`src/rtl/rv_boot_pkg.sv`:
```
// Shared state encoding and word geometry for the boot loader.
package rv_boot_pkg;

   localparam int BYTES_PER_WORD = 4;

   typedef enum logic [2:0] {
      HDR_ADDR = 3'd0,
      HDR_CNT  = 3'd1,
      LOAD     = 3'd2,
      RELEASE  = 3'd3,
      START    = 3'd4,
      RUN      = 3'd5
   } boot_state_t;

endpackage

```
`src/rtl/rv_byte_packer.sv`:
```
// Assembles little-endian bytes into 32-bit words; word/word_done are combinational on the 4th byte.
// No backpressure of its own: it takes a byte whenever accept is high.
module rv_byte_packer (
   input  logic        clock,
   input  logic        reset,
   input  logic        clear,
   input  logic        accept,
   input  logic [7:0]  byte_data,
   output logic [31:0] word,
   output logic        word_done
);

   logic [1:0]  byte_cnt;
   logic [23:0] low_bytes;

   always_ff @(posedge clock or negedge reset) begin
      if (!reset) begin
         byte_cnt  <= 2'd0;
         low_bytes <= 24'd0;
      end else if (clear) begin
         byte_cnt  <= 2'd0;
      end else if (accept) begin
         byte_cnt <= byte_cnt + 2'd1;
         case (byte_cnt)
            2'd0:    low_bytes[7:0]   <= byte_data;
            2'd1:    low_bytes[15:8]  <= byte_data;
            2'd2:    low_bytes[23:16] <= byte_data;
            default: ;
         endcase
      end
   end

   // Top byte bypasses storage so the full word is ready the cycle it arrives.
   assign word      = {byte_data, low_bytes};
   assign word_done = accept && (byte_cnt == 2'd3);

endmodule

```
`src/rtl/rv_boot_loader.sv`:
```
// Loads a header+payload byte stream into instruction memory, then releases and starts the core.
// Write lands 1 cycle after the 4th byte; memory never stalls, in_ready drops outside header/load.
import rv_boot_pkg::*;

module rv_boot_loader #(
   parameter int DATA_WIDTH   = 32,
   parameter int ADDRESS_BITS = 20,
   parameter int CNT_BITS     = 18
) (
   input  logic                    clock,
   input  logic                    reset,
   input  logic                    in_valid,
   input  logic [7:0]              in_data,
   output logic                    in_ready,
   input  logic                    reboot,
   output logic                    imem_we,
   output logic [ADDRESS_BITS-1:0] imem_addr,
   output logic [DATA_WIDTH-1:0]   imem_wdata,
   output logic                    core_reset,
   output logic                    core_start,
   output logic [ADDRESS_BITS-1:0] prog_address,
   output logic                    busy
);

   boot_state_t             state, state_nxt;
   logic                    rdy_en;
   logic [ADDRESS_BITS-1:0] load_ptr;
   logic [CNT_BITS-1:0]     remaining;
   logic [31:0]             word;
   logic                    word_done;
   logic                    accept;
   logic                    pack_clear;

   // LOAD with nothing remaining is the cycle the last write is on the bus; stop taking bytes.
   assign in_ready = rdy_en && ((state == HDR_ADDR) || (state == HDR_CNT) ||
                                ((state == LOAD) && (remaining != '0)));
   assign accept   = in_valid && in_ready;

   rv_byte_packer u_packer (
      .clock     (clock),
      .reset     (reset),
      .clear     (pack_clear),
      .accept    (accept),
      .byte_data (in_data),
      .word      (word),
      .word_done (word_done)
   );

   always_ff @(posedge clock or negedge reset) begin
      if (!reset) state <= HDR_ADDR;
      else        state <= state_nxt;
   end

   always_comb begin
      state_nxt  = state;
      core_reset = 1'b1;
      core_start = 1'b0;
      busy       = 1'b1;
      pack_clear = 1'b0;
      case (state)
         HDR_ADDR: if (word_done) state_nxt = HDR_CNT;
         HDR_CNT:  if (word_done) state_nxt = (word[CNT_BITS-1:0] == '0) ? RELEASE : LOAD;
         LOAD:     if (remaining == '0) state_nxt = RELEASE;
         RELEASE: begin
            core_reset = 1'b0;
            state_nxt  = START;
         end
         START: begin
            core_reset = 1'b0;
            core_start = 1'b1;
            state_nxt  = RUN;
         end
         RUN: begin
            core_reset = 1'b0;
            busy       = 1'b0;
            if (reboot) begin
               state_nxt  = HDR_ADDR;
               pack_clear = 1'b1;
            end
         end
         default: state_nxt = HDR_ADDR;
      endcase
   end

   always_ff @(posedge clock or negedge reset) begin
      if (!reset) begin
         rdy_en       <= 1'b0;
         load_ptr     <= '0;
         remaining    <= '0;
         prog_address <= '0;
         imem_we      <= 1'b0;
         imem_addr    <= '0;
         imem_wdata   <= '0;
      end else begin
         rdy_en  <= 1'b1;
         imem_we <= 1'b0;
         if (word_done) begin
            case (state)
               HDR_ADDR: begin
                  prog_address <= {word[ADDRESS_BITS-1:2], 2'b00};
                  load_ptr     <= {word[ADDRESS_BITS-1:2], 2'b00};
               end
               HDR_CNT: remaining <= word[CNT_BITS-1:0];
               LOAD: begin
                  imem_we    <= 1'b1;
                  imem_addr  <= load_ptr;
                  imem_wdata <= word;
                  load_ptr   <= load_ptr + ADDRESS_BITS'(BYTES_PER_WORD);
                  remaining  <= remaining - CNT_BITS'(1);
               end
               default: ;
            endcase
         end
      end
   end

endmodule

```
`config.mk`:
```
export PLATFORM = sky130hd
export DESIGN_NAME = rv_boot_loader
export DESIGN_NICKNAME = d
export VERILOG_FILES = /design/src/rtl/rv_boot_pkg.sv /design/src/rtl/rv_byte_packer.sv /design/src/rtl/rv_boot_loader.sv
export SDC_FILE = /design/constraint.sdc
export NUM_CORES = 1
export LEC_CHECK = 0
export CAP_MARGIN = 25
export CORE_MARGIN = 1.5
export CORE_UTILIZATION = 45
export DETAILED_ROUTE_END_ITERATION = 10
export PLACE_DENSITY = 0.68
export SYNTH_ARGS = -nofsm -noshare
export SYNTH_HDL_FRONTEND = slang
export SYNTH_SLANG_ARGS = --single-unit
```
`constraint.sdc`:
```
create_clock -name clock -period 5 [get_ports clock]
set_input_delay 0.5 -clock clock [delete_from_list [all_inputs] [get_ports clock]]
set_output_delay 0.5 -clock clock [all_outputs]
set_load 0.01 [all_outputs]
```
**Word-level counts from Yosys, hierarchy flattened**

Cells that the tools add are included.

- Register bits: 139
- Latch bits: 0
- Memory bits (writable): 0
- Memory bits (read-only): 0
- Input bits: 12
- Output and inout port bits: 77
- Word-level logic and storage cells: 68
- Memories: 0

- $add $sub $neg: 3
- Multiply operators: 0
- Divide/modulo/power cells: 0
- Order comparisons: 0
- Eq/ne operators: 12
- Shifts and indexed selects: 0
- Mux-type cells: 17
- Bitwise logic cells: 1
- Reduce and logical (&&, ||, !) cells: 23

Operator list:

| kind | count |
|---|---|
| case mux 20 bit (2 select lines) | 1 |
| zero test 18 bit | 2 |
| case mux 18 bit (2 select lines) | 1 |
| adder 20 x 3 -> 20 bit, second input constant | 1 |
| case mux 3 bit (6 select lines) | 1 |
| nonzero test 18 bit | 1 |
| subtractor 18 x 1 -> 18 bit, second input constant | 1 |
| 2-to-1 mux 3 bit | 4 |
| AND reduction 3 bit | 3 |
| 2-to-1 mux 1 bit | 8 |
| AND reduction 2 bit | 4 |
| equality test 3 x 2 -> 1 bit, second input constant | 2 |
| equality test 3 bit, second input constant | 2 |
| != test 2 x 1 -> 1 bit, second input constant | 3 |
| nonzero test 2 bit | 3 |
| equality test 2 bit, second input constant | 2 |
| logical AND 1 bit | 4 |
| 2-to-1 mux 2 bit | 2 |
| AND reduction 4 bit | 1 |
| equality test 3 x 1 -> 1 bit, second input constant | 1 |
| zero test 3 bit | 1 |
| OR reduction 3 bit | 1 |
| adder 2 x 1 -> 2 bit, second input constant | 1 |
| equality test 2 x 1 -> 1 bit, second input constant | 1 |
| other kinds (4) | 5 |

**Logic depth before layout (Yosys ltp)**

- Depth in word-level cells: 8
- Mapped depth: 9
- Mapped depth without buffers: 8

**By module**

From an unflattened synthesis, not the netlist that was laid out.

- Cells, all modules: 673
- Area, all modules: 6323.6 um^2

Modules (own cells, without submodules):

| module | times used | cells each | area an instance (um^2) | sequential area each (um^2) |
|---|---|---|---|---|
| rv_boot_loader | 1 | 600 | 5176.2 | 2727.6 |
| rv_byte_packer | 1 | 73 | 1147.4 | 650.6 |

**Worst setup path after synthesis**

OpenSTA, ideal clock, no wires.

- Kind: register to output
- Start: reg state[0]
- End: out in_ready
- Arrival: 1.528 ns
- Required time: 4.500 ns
- Setup slack: 2.972 ns
- Stages on the path, launching flop included: 6
- Buffers on the path: 2
- Cells stage by stage: dfrtp_1 buf_2 nor3b_4 buf_2 o21ai_0 a21boi_0

- Longest elaborated chain between the ends: 4
- Elaborated cells between the ends (all ways): 7
- Those cells by class: eq/ne: 2; reduce/logical: 5

Ends and longest elaborated chain:

| element | RTL line | RTL |
|---|---|---|
| from (decl) | rv_boot_loader.sv:25 | `boot_state_t state, state_nxt;` |
| from (signal assigned) | rv_boot_loader.sv:51 | `else state <= state_nxt;` |
| equality test 3 x 1 -> 1 bit, or another cell as far along | rv_boot_loader.sv:35 | `assign in_ready = rdy_en && ((state == HDR_ADDR) \|\| (state == HDR_CNT) \|\|` |
| logical OR 1 bit / logical AND 1 bit (equally long branches) | rv_boot_loader.sv:35, rv_boot_loader.sv:36 |  |
| logical OR 1 bit (*) | rv_boot_loader.sv:35 |  |
| logical AND 1 bit (*) | rv_boot_loader.sv:35 |  |
| to (decl) | rv_boot_loader.sv:14 | `output logic in_ready,` |

Mark *: on every way between the ends. The rest lies on a longest branch, timed or not.

**Final worst setup path**

- Start: reg remaining[4]
- End: out in_ready

- Longest elaborated chain between the ends: 4

Ends and longest elaborated chain:

| element | RTL line | RTL |
|---|---|---|
| from (decl) | rv_boot_loader.sv:28 | `logic [CNT_BITS-1:0] remaining;` |
| from (signal assigned) | rv_boot_loader.sv:103 | `HDR_CNT: remaining <= word[CNT_BITS-1:0];` |
| from (signal assigned) | rv_boot_loader.sv:109 | `remaining <= remaining - CNT_BITS'(1);` |
| nonzero test 18 bit | rv_boot_loader.sv:36 | `((state == LOAD) && (remaining != '0)));` |
| logical AND 1 bit | rv_boot_loader.sv:36 |  |
| logical OR 1 bit | rv_boot_loader.sv:35 |  |
| logical AND 1 bit | rv_boot_loader.sv:35 |  |

Every way passes these cells.

==> key figures <==
GRT
  – First-pass GRT wire length: roughly 24 mm
  – Tot GR Track Use: 0.219
  – Vias in the first global route: ~4.5k
  – Final global-route overflow total: 0
  – Largest net degree at the start of global routing: slightly below 90
  – Initial antenna violation count: 0

Route
  – Router iterations before antenna repair: 5
  – DRC viols: 0
  – Initial DRC Count: about 260
  – Total Wirelength: 15.0 mm
  – Vias post-DR: 4616
  – WL/cell: between 15 and 20 um
  – Final ANT Viol Nets: 0
  – Via/cell ratio: between 5 and 6

CTS
  – Setup Fix Bufs, Post-CTS: 0
  – CTS Sinks: about 140
  – Reg clk slew, reported paths: about 0.060 ns
  – CTS tree: yes
  – Post-cts sizing count: 0
  – Quantity of hold-fixing buffers added after cts: 0
  – H-tree depth: 4
  – Num CTS Buffers: 17
  – Clock root buffer: clkbuf_16
  – CTS Buffer Depth: 2
  – Clk_lat worst skew: 0.42 ns

Pwr
  – Peak supply drop: approximately 0.27 mV
  – Pwr Density: approximately 570 nW/um^2
  – Leak: approximately 3.4 nW
  – Sw Ratio: 0.345
  – Power share of the clock group: 0.285
  – Combinational cell fraction of total power: 0.285
  – NetSw: roughly 1.5 mW
  – Share of power burned in registers: 0.430
  – Internal: 2.92 mW

Worst setup path
  – Buf/Inv on CP: 1
  – Crit Path Category: flip-flop to primary output
  – CP Capture Type: primary output
  – Max stage delay on crit path: 0.50 ns
  – Crit-path max FO: 6
  – Worst EP arrival: roughly 2.4 ns
  – Critical-path cell list: nor3_2 -> nand4_4 -> o21ai_0 -> a21boi_0 -> clkdlybuf4s50_1
  – Reg-to-reg slack, setup: around 2.6 ns
  – Worst setup SP type: flip-flop
  – Req. time, crit path: ~4.5 ns
  – CP delay by family, top: simple AND/OR/NAND/NOR gates
  – Crit-path slowest cell: clkdlybuf4s50_1

Synthesis
  – Yosys cell types: 62
  – Post-synth top area share: 0.535
  – Synthesized area per cell: between 10 and 15 um^2
  – Top post-synthesis cells by count: 135 x dfrtp_1, 83 x mux2_2, 43 x o21ai_0
  – Yosys reg bits: about 140
  – Post-synth EDFFs: 0
  – Synth Flop Type: dfrtp_1
  – Synth async-reset ratio: 1.00
  – Sequential share of the synthesized area: 0.535
  – Post-synth top area cell: dfrtp_1
  – Synthesis Warnings: 0
  – Synth Instances: between 500 and 600
  – Most used standard cell by instance count after synthesis: dfrtp_1
  – Synth area leaders: dfrtp_1 54%, mux2_2 15%, o21ai_0 3.4%
  – Synth Cell Area: 6310 um^2

Min path
  – HP Class: input port to asynchronous set/reset pin

Place
  – PortBufs: 84
  – Hpwl dp: 9.91 mm
  – Placed cell area: ~7200 um^2
  – Pre-CTS WS: approximately 2.2 ns
  – Dpl cells: 780
  – Gpl congestion: ~0.83

Timing
  – RSZ-0062 raised after global routing: no
  – Slew margin rel.: 0.324
  – Hold Slack: 0.138 ns
  – Fin Setup TNS: 0 ns
  – FMAX: 0.340 GHz
  – Period minus WS final: around 2.9 ns
  – Slew @ Worst Pin: 1.01 ns
  – Period utilization: 0.588
  – Setup WS post-layout: between 2 and 2.5 ns
  – Slew Viols, Final: 0
  – Fin. Hold Viols: 0
  – Worst Clk Skew: approximately 0.0066 ns
  – Finish-stage setup viols: 0

Final layout
  – Final #Nets: between 600 and 700
  – Share of layout cells above drive strength 1: 0.223
  – Layout area overhead: 24.2%
  – Final Instance Area: approximately 7800 um^2
  – FILL cells: 1194
  – Ant diodes: 0
  – Final Non-Filler Cells: 812

Floorplanning
  – Die Height: between 100 and 150 um
  – Io pins: 89
  – Initial core utilization: 0.458
  – Core box area: between 10000 and 15000 um^2
  – Total die area: around 15000 um^2
  – Chip Width: about 120 um
  – Cell row count: 43

Job
  – Max_cap viols: 0

Status
  – Status: finished, final reports clean
-- final cells by class --
class	count	area [um^2]	share of cell area
Clock inverter	9	114	0.0145
Multi-Input combinational cell	364	2710	0.346
Inverter	14	52.6	0.00670
Timing Repair Buffer	87	865	0.110
Sequential cell	135	3380	0.431
Tap cell	180	225	0.0287
Clock buffer	23	498	0.0635
-- through the flow --
stage	utilization	total power, mW
2_1_floorplan	-	2.60
3_3_place_gp	0.525	3.14
3_5_place_dp	0.525	3.20
4_1_cts	0.569	4.50
5_1_grt	0.569	4.73
6_report	0.569	4.46
-- flip-flops by register name, summed over array words and instances, names as in the netlist --
| signal | count |
|---|---|
| imem_addr | 18 |
| imem_wdata | 32 |
| imem_we | 1 |
| load_ptr | 18 |
| prog_address | 18 |
| rdy_en | 1 |
| remaining | 18 |
| state | 3 |
| u_packer.byte_cnt | 2 |
| u_packer.low_bytes | 24 |
-- logic make-up after synthesis --
logic type / Yosys count / share of synthesized area
xor gates and xnor gates: 1 / 0.00139
adders and majority gates: 7 / 0.0139
other: 2 / 0.00119
muxes: 92 / 0.164
AOI/OAI and AO/OA: 128 / 0.129
and+or+nand+nor: 131 / 0.118
DFF: 135 / 0.535
buffers and inverters: 44 / 0.0379
-- power by group through the flow --
stage | combinational [mW] | clock, mW | sequential [mW]
3_3_place_gp | 1.23 | 0 | 1.92
6_report | 1.27 | 1.27 | 1.92
4_1_cts | 1.28 | 1.30 | 1.92
2_1_floorplan | 0.814 | 0 | 1.79
3_5_place_dp | 1.27 | 0 | 1.93
5_1_grt | 1.40 | 1.35 | 1.98
-- per-layer routing --
layer	vias to the layer above	track usage	routed length, um
met2	170	0.330	7010
li1	2124	-	-
met1	2296	0.295	6470
met5	-	0	0
met3	26	0.0691	1140
met4	0	0.0846	372
-- cell usage in the layout (no fill, tap or decap), types with 3 or more instances in the layout --
cell	synthesis	final
dfrtp_1	135	135
mux2_2	83	83
clkdlybuf4s50_1	0	83
o21ai_0	43	43
nand2_1	31	31
a21oi_1	28	28
nor2_1	26	26
nand3_1	18	18
clkbuf_16	0	17
nor3_1	14	14
inv_1	13	13
a31oi_1	10	10
a22o_1	7	7
ha_1	7	7
a2bb2oi_1	6	6
mux2i_1	5	5
o22a_1	5	5
o22ai_1	5	5
or3_1	5	5
conb_1	2	5
clkbuf_8	0	5
nor4_1	4	4
and3_1	4	4
nand4_1	4	4
nor2b_1	3	3
nor2_4	3	3
nand2b_1	3	3
o21a_1	3	3
mux2_1	3	3
clkinvlp_4	0	3
buf_4	4	3
-- worst paths after layout --
check	endpoint	depth (start not counted)	from
min in group clock	u_packer.low_bytes[23]	1	u_packer.low_bytes[23]
setup / recovery	in_ready	5	remaining[4]
hold reg to reg	u_packer.low_bytes[23]	1	u_packer.low_bytes[23]
hold / removal	imem_addr[9]	1	reset
max in group asynchronous	u_packer.low_bytes[4]	2	reset
setup reg to reg	remaining[15]	5	remaining[4]
(Power assumes the default switching activity.)
